===== src/rtl/dcache_pkg.sv =====
// Shared dcache write-path types and constants.
// Imported by the dcache, the write-back buffer and the AXI bridge.
package dcache_pkg;

  localparam logic [2:0] WR_TYPE_WORD = 3'b010;
  localparam logic [2:0] WR_TYPE_LINE = 3'b100;
  localparam int LINE_OFFSET_W = 4;

  typedef struct packed {
    logic [2:0]   wr_type;
    logic [31:0]  addr;
    logic [3:0]   wstrb;
    logic [127:0] data;
  } wb_entry_t;

endpackage


===== src/rtl/dcache_wb_buffer.sv =====
// FIFO write-back buffer between dcache and AXI bridge.
// Queues dirty lines and word stores; flags refill reads hitting them.
module dcache_wb_buffer
  import dcache_pkg::*;
#(
  parameter int DEPTH = 2
) (
  input  logic         aclk,
  input  logic         aresetn,
  input  logic         in_wr_req,
  input  logic [2:0]   in_wr_type,
  input  logic [31:0]  in_wr_addr,
  input  logic [3:0]   in_wr_wstrb,
  input  logic [127:0] in_wr_data,
  output logic         in_wr_rdy,
  output logic         out_wr_req,
  output logic [2:0]   out_wr_type,
  output logic [31:0]  out_wr_addr,
  output logic [3:0]   out_wr_wstrb,
  output logic [127:0] out_wr_data,
  input  logic         out_wr_rdy,
  input  logic [31:0]  chk_addr,
  output logic         chk_hit,
  output logic         wb_empty
);

  localparam int PW = $clog2(DEPTH);
  localparam int CW = PW + 1;

  wb_entry_t        mem [DEPTH];
  logic [DEPTH-1:0] vld;
  logic [DEPTH-1:0] hit_vec;
  logic [PW-1:0]    wr_ptr;
  logic [PW-1:0]    rd_ptr;
  logic [CW-1:0]    cnt;
  logic             push;
  logic             pop;
  wb_entry_t        head;

  assign in_wr_rdy  = (cnt != CW'(DEPTH));
  assign out_wr_req = (cnt != '0);
  assign wb_empty   = (cnt == '0);

  assign push = in_wr_req & in_wr_rdy;
  assign pop  = out_wr_req & out_wr_rdy;

  assign head         = mem[rd_ptr];
  assign out_wr_type  = head.wr_type;
  assign out_wr_addr  = head.addr;
  assign out_wr_wstrb = head.wstrb;
  assign out_wr_data  = head.data;

  // payload capture; contents are don't-care until marked valid
  always_ff @(posedge aclk) begin
    if (push) begin
      mem[wr_ptr] <= '{wr_type: in_wr_type,
                       addr:    in_wr_addr,
                       wstrb:   in_wr_wstrb,
                       data:    in_wr_data};
    end
  end

  // valid bits and pointers; wr_ptr==rd_ptr only when empty or full
  always_ff @(posedge aclk or negedge aresetn) begin
    if (!aresetn) begin
      vld    <= '0;
      wr_ptr <= '0;
      rd_ptr <= '0;
    end else begin
      if (pop) begin
        vld[rd_ptr] <= 1'b0;
        rd_ptr      <= rd_ptr + PW'(1);
      end
      if (push) begin
        vld[wr_ptr] <= 1'b1;
        wr_ptr      <= wr_ptr + PW'(1);
      end
    end
  end

  // occupancy count; simultaneous push and pop leaves it unchanged
  always_ff @(posedge aclk or negedge aresetn) begin
    if (!aresetn) begin
      cnt <= '0;
    end else begin
      unique case (1'b1)
        push && !pop: cnt <= cnt + CW'(1);
        pop && !push: cnt <= cnt - CW'(1);
        default:      cnt <= cnt;
      endcase
    end
  end

  // line-granular hazard compare against every queued entry
  for (genvar g = 0; g < DEPTH; g++) begin : g_cmp
    assign hit_vec[g] = vld[g] &
      (mem[g].addr[31:LINE_OFFSET_W] == chk_addr[31:LINE_OFFSET_W]);
  end

  assign chk_hit = |hit_vec;

endmodule


===== config.mk =====
export PLATFORM = sky130hd
export DESIGN_NAME = dcache_wb_buffer
export DESIGN_NICKNAME = d
export VERILOG_FILES = /design/src/rtl/dcache_pkg.sv /design/src/rtl/dcache_wb_buffer.sv
export SDC_FILE = /design/constraint.sdc
export NUM_CORES = 1
export LEC_CHECK = 0
export CAP_MARGIN = 20
export CORE_MARGIN = 4
export CORE_UTILIZATION = 45
export DETAILED_ROUTE_END_ITERATION = 16
export PLACE_DENSITY = 0.88
export SLEW_MARGIN = 20
export SYNTH_ARGS = -nofsm -noshare
export SYNTH_HDL_FRONTEND = slang
export SYNTH_SLANG_ARGS = --single-unit

===== constraint.sdc =====
create_clock -name aclk -period 8.98 [get_ports aclk]
set_input_delay 1.796 -clock aclk [delete_from_list [all_inputs] [get_ports aclk]]
set_output_delay 1.796 -clock aclk [all_outputs]
set_load 0.01 [all_outputs]

==> results of run 1 <==
-- power by group through the flow --
stage	clock [W]	sequential, W	combinational [W]
floorplan	0	0.00233	0.000978
global placement	0	0.00231	0.00192
detailed placement	0	0.00234	0.00194
CTS	0.00139	0.00232	0.00196
global route	0.00146	0.00234	0.00205
finish	0.00135	0.00231	0.00194
-- worst paths after layout --
path	start	endpoint	slack [ns]	depth (start not counted)
worst max-delay path	chk_addr[5]	chk_hit	3.22	6
worst min-delay path	cnt[1]	cnt[1]	0.51	1
worst max register to register	cnt[0]	mem[1][74]	6.68	3
worst min register to register	cnt[1]	cnt[1]	0.51	1
max in group asynchronous	aresetn	rd_ptr	7.20	1
min in group asynchronous	aresetn	rd_ptr	1.54	1
-- cells in the mapped netlist --
master	n	area share, %
edfxtp_1	334	78
mux2_2	167	15
nor3_1	2	0.078
nand2b_1	1	0.049
nand4_1	8	0.39
and3_1	1	0.049
or4_1	2	0.12
nor4_1	6	0.29
o21ai_0	3	0.12
xnor2_1	30	2.0
dfrtp_1	6	1.2
nand2_1	4	0.12
nor2_1	2	0.058
o22ai_1	1	0.049
buf_2	19	0.74
or2_2	1	0.049
ha_1	1	0.097
a21o_1	1	0.058
inv_1	2	0.058
xor2_1	31	2.1
-- critical path, delay by kind of cell --
| kind | cells | cell delay, ns |
|---|---|---|
| AO/OA/AOI/OAI | 1 | 0.18 |
| XOR/XNOR | 1 | 0.28 |
| buffers and inverters | 2 | 1.03 |
| AND/OR/NAND/NOR | 2 | 0.68 |
-- logic make-up (layout without fill, tap and decap cells) --
group,Yosys count,count (layout),synth area share (%)
other cells,0,3,0
compound gates,5,5,0.223
simple gates,27,27,1.19
xor+xnor,61,61,4.14
flops,340,340,79.0
fa+ha+maj,1,1,0.0970
mux,167,167,14.6
buf+inv,21,439,0.796
-- cell type report --
class	instances	area, sq um
clock buffers	49	970
inverters	2	7.51
flip-flops and latches	340	10200
clock inverters	14	108
fillers	1896	9900
repair buffers	374	3740
well taps	378	473
diodes	3	7.51
multi-input cells	261	2620
-- placed cells by master, fill, tap and decap left out, drive strengths merged, types with 2 or more instances in the layout --
cell / Yosys / layout
clkdlybuf4s50: 0 / 369
edfxtp: 334 / 334
mux2: 167 / 167
clkbuf: 0 / 49
xor2: 31 / 31
xnor2: 30 / 30
clkinv: 0 / 11
nand4: 8 / 8
nor4: 6 / 6
dfrtp: 6 / 6
buf: 19 / 5
nand2: 4 / 4
inv: 2 / 4
diode: 0 / 3
o21ai: 3 / 3
or4: 2 / 2
nor3: 2 / 2
nor2: 2 / 2
-- metrics by stage --
stage                     area [sq um]  util, %  hold slack (ns)
after floorplan                  12900        -            0.450
after global placement           17000     60.8            0.488
after detailed placement         17000     60.8            0.502
after CTS                        18100     64.6            0.514
after global routing             18100     64.7            0.524
final                            18100     64.7            0.509
-- state kept, by name, summed over array words and instances, names as in the netlist --
register,flops
mem,334
vld,2
rd_ptr,1
wr_ptr,1
cnt,2
-- routing by layer --
metal / share of wire [%] / routed length [microns]
met4: 2.9 / 869
met5: 0 / 0
met3: 11 / 3270
met2: 51 / 15500
met1: 35 / 10700
==> flow_metrics.env, run 1 <==
export IMPL_max_cap_violations=0
export IMPL_die_y_microns=177
export IMPL_tns_ns=0
export IMPL_cpMaxStageDelayCell="clkdlybuf4s50_1"
export IMPL_drtPass1Iterations=4
export IMPL_drive_gt1_share_pct=21.4
export IMPL_grt_overflow_total=0
export IMPL_power_w=0.00560
export IMPL_ir_drop_mv=0.251
export IMPL_fin_skew_ns=0.0147
export IMPL_wire_per_inst_microns=21.3
export IMPL_dp_hpwl_mm=20.6
export IMPL_critical_path_max_stage_delay_ns=0.57
export IMPL_met2_usage_pct=33.0
export IMPL_initialDrtViolationCount=362
export IMPL_arrival_ns=3.97
export IMPL_wl_mm=30.3
export IMPL_via_per_inst=4.98
export IMPL_yosysSeqAreaShare_pct=79.0
export IMPL_sw_frac_of_total_pct=28.2
export IMPL_place_inst=1355
export IMPL_cts_resized=0
export IMPL_drv_slew=0
export IMPL_path_class="in -> out"
export IMPL_rsz0062_at_grt="no"
export IMPL_power_density_nw_per_um2=309
export IMPL_cts_sinks=340
export IMPL_worstSetupStartpointType="input port"
export IMPL_gr_max_usage_layer="met2"
export IMPL_netlist_cell_type_count=20
export IMPL_io_buffer_count=369
export IMPL_ys_warnings_count=0
export IMPL_cts_setup_buffers=0
export IMPL_hp_class="reg -> reg"
export IMPL_track_usage_pct=18.7
export IMPL_place_ws_ns=3.22
export IMPL_pwr_share_clk_pct=24.1
export IMPL_fin_ws_ns=3.22
export IMPL_worst_pin_slew_ns=1.05
export IMPL_period_needed_ns=5.76
export IMPL_gp_congestion=0.762
export IMPL_vias=7079
export IMPL_grt_pass1_vias=7782
export IMPL_numCtsBuffers=35
export IMPL_dieArea_sq_um=31400
export IMPL_required_ns=7.18
export IMPL_setup_violations=0
export IMPL_syn_num_nets=826
export IMPL_io_pins=374
export IMPL_crit_chain="clkdlybuf4s50_1 -> xnor2_1 -> nand4_1 -> or4_1 -> o22ai_1 -> clkdlybuf4s50_1"
export IMPL_areaGrowthSynthToFinish_pct=40.5
export IMPL_use_met3_pct=7.84
export IMPL_slew_headroom_pct=30.3
export IMPL_fmax_ghz=0.174
export IMPL_start_util_pct=46.0
export IMPL_grt_util_met1_pct=20.3
export IMPL_syn_avg_cell_area_sq_um=20.7
export IMPL_synth_cells=622
export IMPL_htree_levels=2
export IMPL_p_sw_w=0.00158
export IMPL_grt_pass1_wl_mm=44.6
export IMPL_leakagePower_nw=6.09
export IMPL_cts_buffer_depth=3
export IMPL_ys_seq_elements=340
export IMPL_hold_viol=0
export IMPL_clk_latency_ns=0.50
export IMPL_die_w_microns=177
export IMPL_postCtsHoldBufs=0
export IMPL_drcViolationCount=0
export IMPL_crit_fanout=2
export IMPL_grt_start_max_net_pins=165
export IMPL_core_sq_um=28000
export IMPL_clk_pin_slew_ns=0.06
export IMPL_worstSetupEndpointType="primary output"
export IMPL_status="complete, no violations"
export IMPL_final_instance_count_excl_fill=1421
export IMPL_p_int_w=0.00402
export IMPL_ant_nets=0
export IMPL_rows=61
export IMPL_antenna_found_initial=3
export IMPL_p_comb_share_pct=34.6
export IMPL_layout_nets=1218
export IMPL_cts_root_buf="clkbuf_16"
export IMPL_fin_crit_sh_pct=64.2
export IMPL_critPathMostFrequentCell="clkdlybuf4s50_1"
export IMPL_synth_area_sq_um=12900
export IMPL_cts_tree="built"
export IMPL_seq_power_share_pct=41.3
No activity file was read; power rests on OpenSTA's default activity.
==> inputs of run 2 (changes only) <==
==> constraint.sdc (replaced) <==
create_clock -name aclk -period 5.35 [get_ports aclk]
set_input_delay 1.07 -clock aclk [delete_from_list [all_inputs] [get_ports aclk]]
set_output_delay 1.07 -clock aclk [all_outputs]
set_load 0.01 [all_outputs]
==> flow_metrics.env, run 2 (synthesized netlist as in run 1, its figures left out) <==
export IMPL_top_register="mem"
export IMPL_leakagePower_nw=6.12
export IMPL_r2r_start="cnt[0]"
export IMPL_drive_gt1_share_pct=21.6
export IMPL_tns_ns=0
export IMPL_io_buffer_count=369
export IMPL_layout_nets=1221
export IMPL_via_per_inst=5.03
export IMPL_critical_path_startpoint="chk_addr[26]"
export IMPL_worstSetupEndpointType="primary output"
export IMPL_period_needed_ns=4.36
export IMPL_grt_pass1_wl_mm=46.0
export IMPL_setup_violations=0
export IMPL_dp_hpwl_mm=21.4
export IMPL_fin_crit_sh_pct=81.6
export IMPL_r2r_end="mem[0][54]"
export IMPL_worstRegToRegCells=4
export IMPL_final_core_util_pct=64.9
export IMPL_clk_pin_slew_ns=0.06
export IMPL_cts_resized=0
export IMPL_largest_reg_flops=334
export IMPL_dieArea_sq_um=31400
export IMPL_areaGrowthSynthToFinish_pct=41.0
export IMPL_top_regs="mem: 334 flops, cnt: 2 flops, vld: 2 flops"
export IMPL_core_sq_um=28000
export IMPL_power_density_nw_per_um2=522
export IMPL_worst_pin_slew_ns=0.977
export IMPL_vias=7149
export IMPL_ir_drop_mv=0.377
export IMPL_cts_sinks=340
export IMPL_drtPass1Iterations=4
export IMPL_die_w_microns=177
export IMPL_postLayoutCellArea_sq_um=18200
export IMPL_required_ns=4.28
export IMPL_path_class="in -> out"
export IMPL_wire_per_inst_microns=21.7
export IMPL_cts_buffer_depth=3
export IMPL_fin_skew_ns=0.0214
export IMPL_fmax_ghz=0.229
export IMPL_io_pins=374
export IMPL_rsz0062_at_grt="no"
export IMPL_arrival_ns=3.29
export IMPL_hp_class="reg -> reg"
export IMPL_dpl_cell_area_sq_um=17100
export IMPL_drv_slew=0
export IMPL_start_util_pct=46.0
export IMPL_hold_viol=0
export IMPL_max_cap_violations=0
export IMPL_grt_start_max_net_pins=99
export IMPL_cts_root_buf="clkbuf_16"
export IMPL_htree_levels=2
export IMPL_num_antenna_cells=0
export IMPL_grt_overflow_total=0
export IMPL_crit_end="chk_hit"
export IMPL_crit_fanout=2
export IMPL_status="complete, no violations"
export IMPL_antenna_found_initial=1
export IMPL_layout_commonest_cell="clkdlybuf4s50_1"
export IMPL_slew_headroom_pct=34.8
export IMPL_wl_mm=30.8
export IMPL_gp_congestion=0.850
export IMPL_track_usage_pct=19.2
export IMPL_numCtsBuffers=36
export IMPL_initialDrtViolationCount=380
export IMPL_grt_pass1_vias=7936
export IMPL_rows=61
export IMPL_cts_setup_buffers=0
export IMPL_die_y_microns=177
export IMPL_clk_latency_ns=0.51
export IMPL_cts_tree="built"
export IMPL_drcViolationCount=0
export IMPL_worstSetupStartpointType="input port"
export IMPL_final_cell_mix="clkdlybuf4s50_1, edfxtp_1, mux2_2"
export IMPL_postCtsHoldBufs=0
export IMPL_ant_nets=0
export IMPL_ff2ff_setup_slack_ns=3.24
## run 2: changes by cell type in the layout (fill, tap and decap cells not counted), moves of 2 or more
cell      before  now
clkbuf_1      11    8
clkinv_1       5    9
diode_2        3    0
buf_12         1    4
clkbuf_8       2    0
## run 2: layout make-up
type | count | area, sq um
clock buffers | 45 | 956
multi-input cells | 261 | 2620
well taps | 378 | 473
repair buffers | 376 | 3800
clock inverters | 19 | 145
inverters | 2 | 7.51
flip-flops and latches | 340 | 10200
fillers | 1890 | 9830
## run 2: worst min-delay path by stage
stage / start / endpoint / slack, ns / depth (start not counted)
floorplan: vld[1] / vld[1] / 0.45 / 1
global placement: vld[1] / vld[1] / 0.46 / 1
detailed placement: vld[1] / vld[1] / 0.49 / 1
CTS: vld[1] / vld[1] / 0.50 / 1
global route: vld[1] / vld[1] / 0.52 / 1
finish: vld[1] / vld[1] / 0.51 / 1
## run 2: routing by layer
metal / GRT usage, % / part of all wire [%] / vias up
li1: - / - / 3234
met1: 21.5 / 36 / 3531
met2: 34.2 / 52 / 326
met3: 6.99 / 10 / 56
met4: 5.74 / 2.6 / 2
met5: 0 / 0.042 / -
## run 2: report_power, final
group | switching (W) | total [W] | internal, W
Sequential | 0.000182 | 0.00383 | 0.00365
Clock | 0.000958 | 0.00232 | 0.00137
Combinational | 0.00153 | 0.00333 | 0.00180
Total | 0.00267 | 0.00949 | 0.00681
## run 2: critical path, cell delays in order
cell	delay, ns
clkdlybuf4s50_1	0.45
xnor2_1	0.26
nand4_1	0.18
or4_1	0.55
o22ai_1	0.22
clkdlybuf4s50_1	0.57
## run 2: metrics by stage
step	instances	power, W	setup WS, ns	hold slack (ns)
6_report	1421	0.00949	0.987	0.506
5_1_grt	1421	0.00991	0.860	0.516
4_1_cts	1421	0.00960	0.991	0.499
3_5_place_dp	1357	0.00723	1.04	0.485
3_3_place_gp	1357	0.00714	1.05	0.464
2_1_floorplan	622	0.00550	1.24	0.450
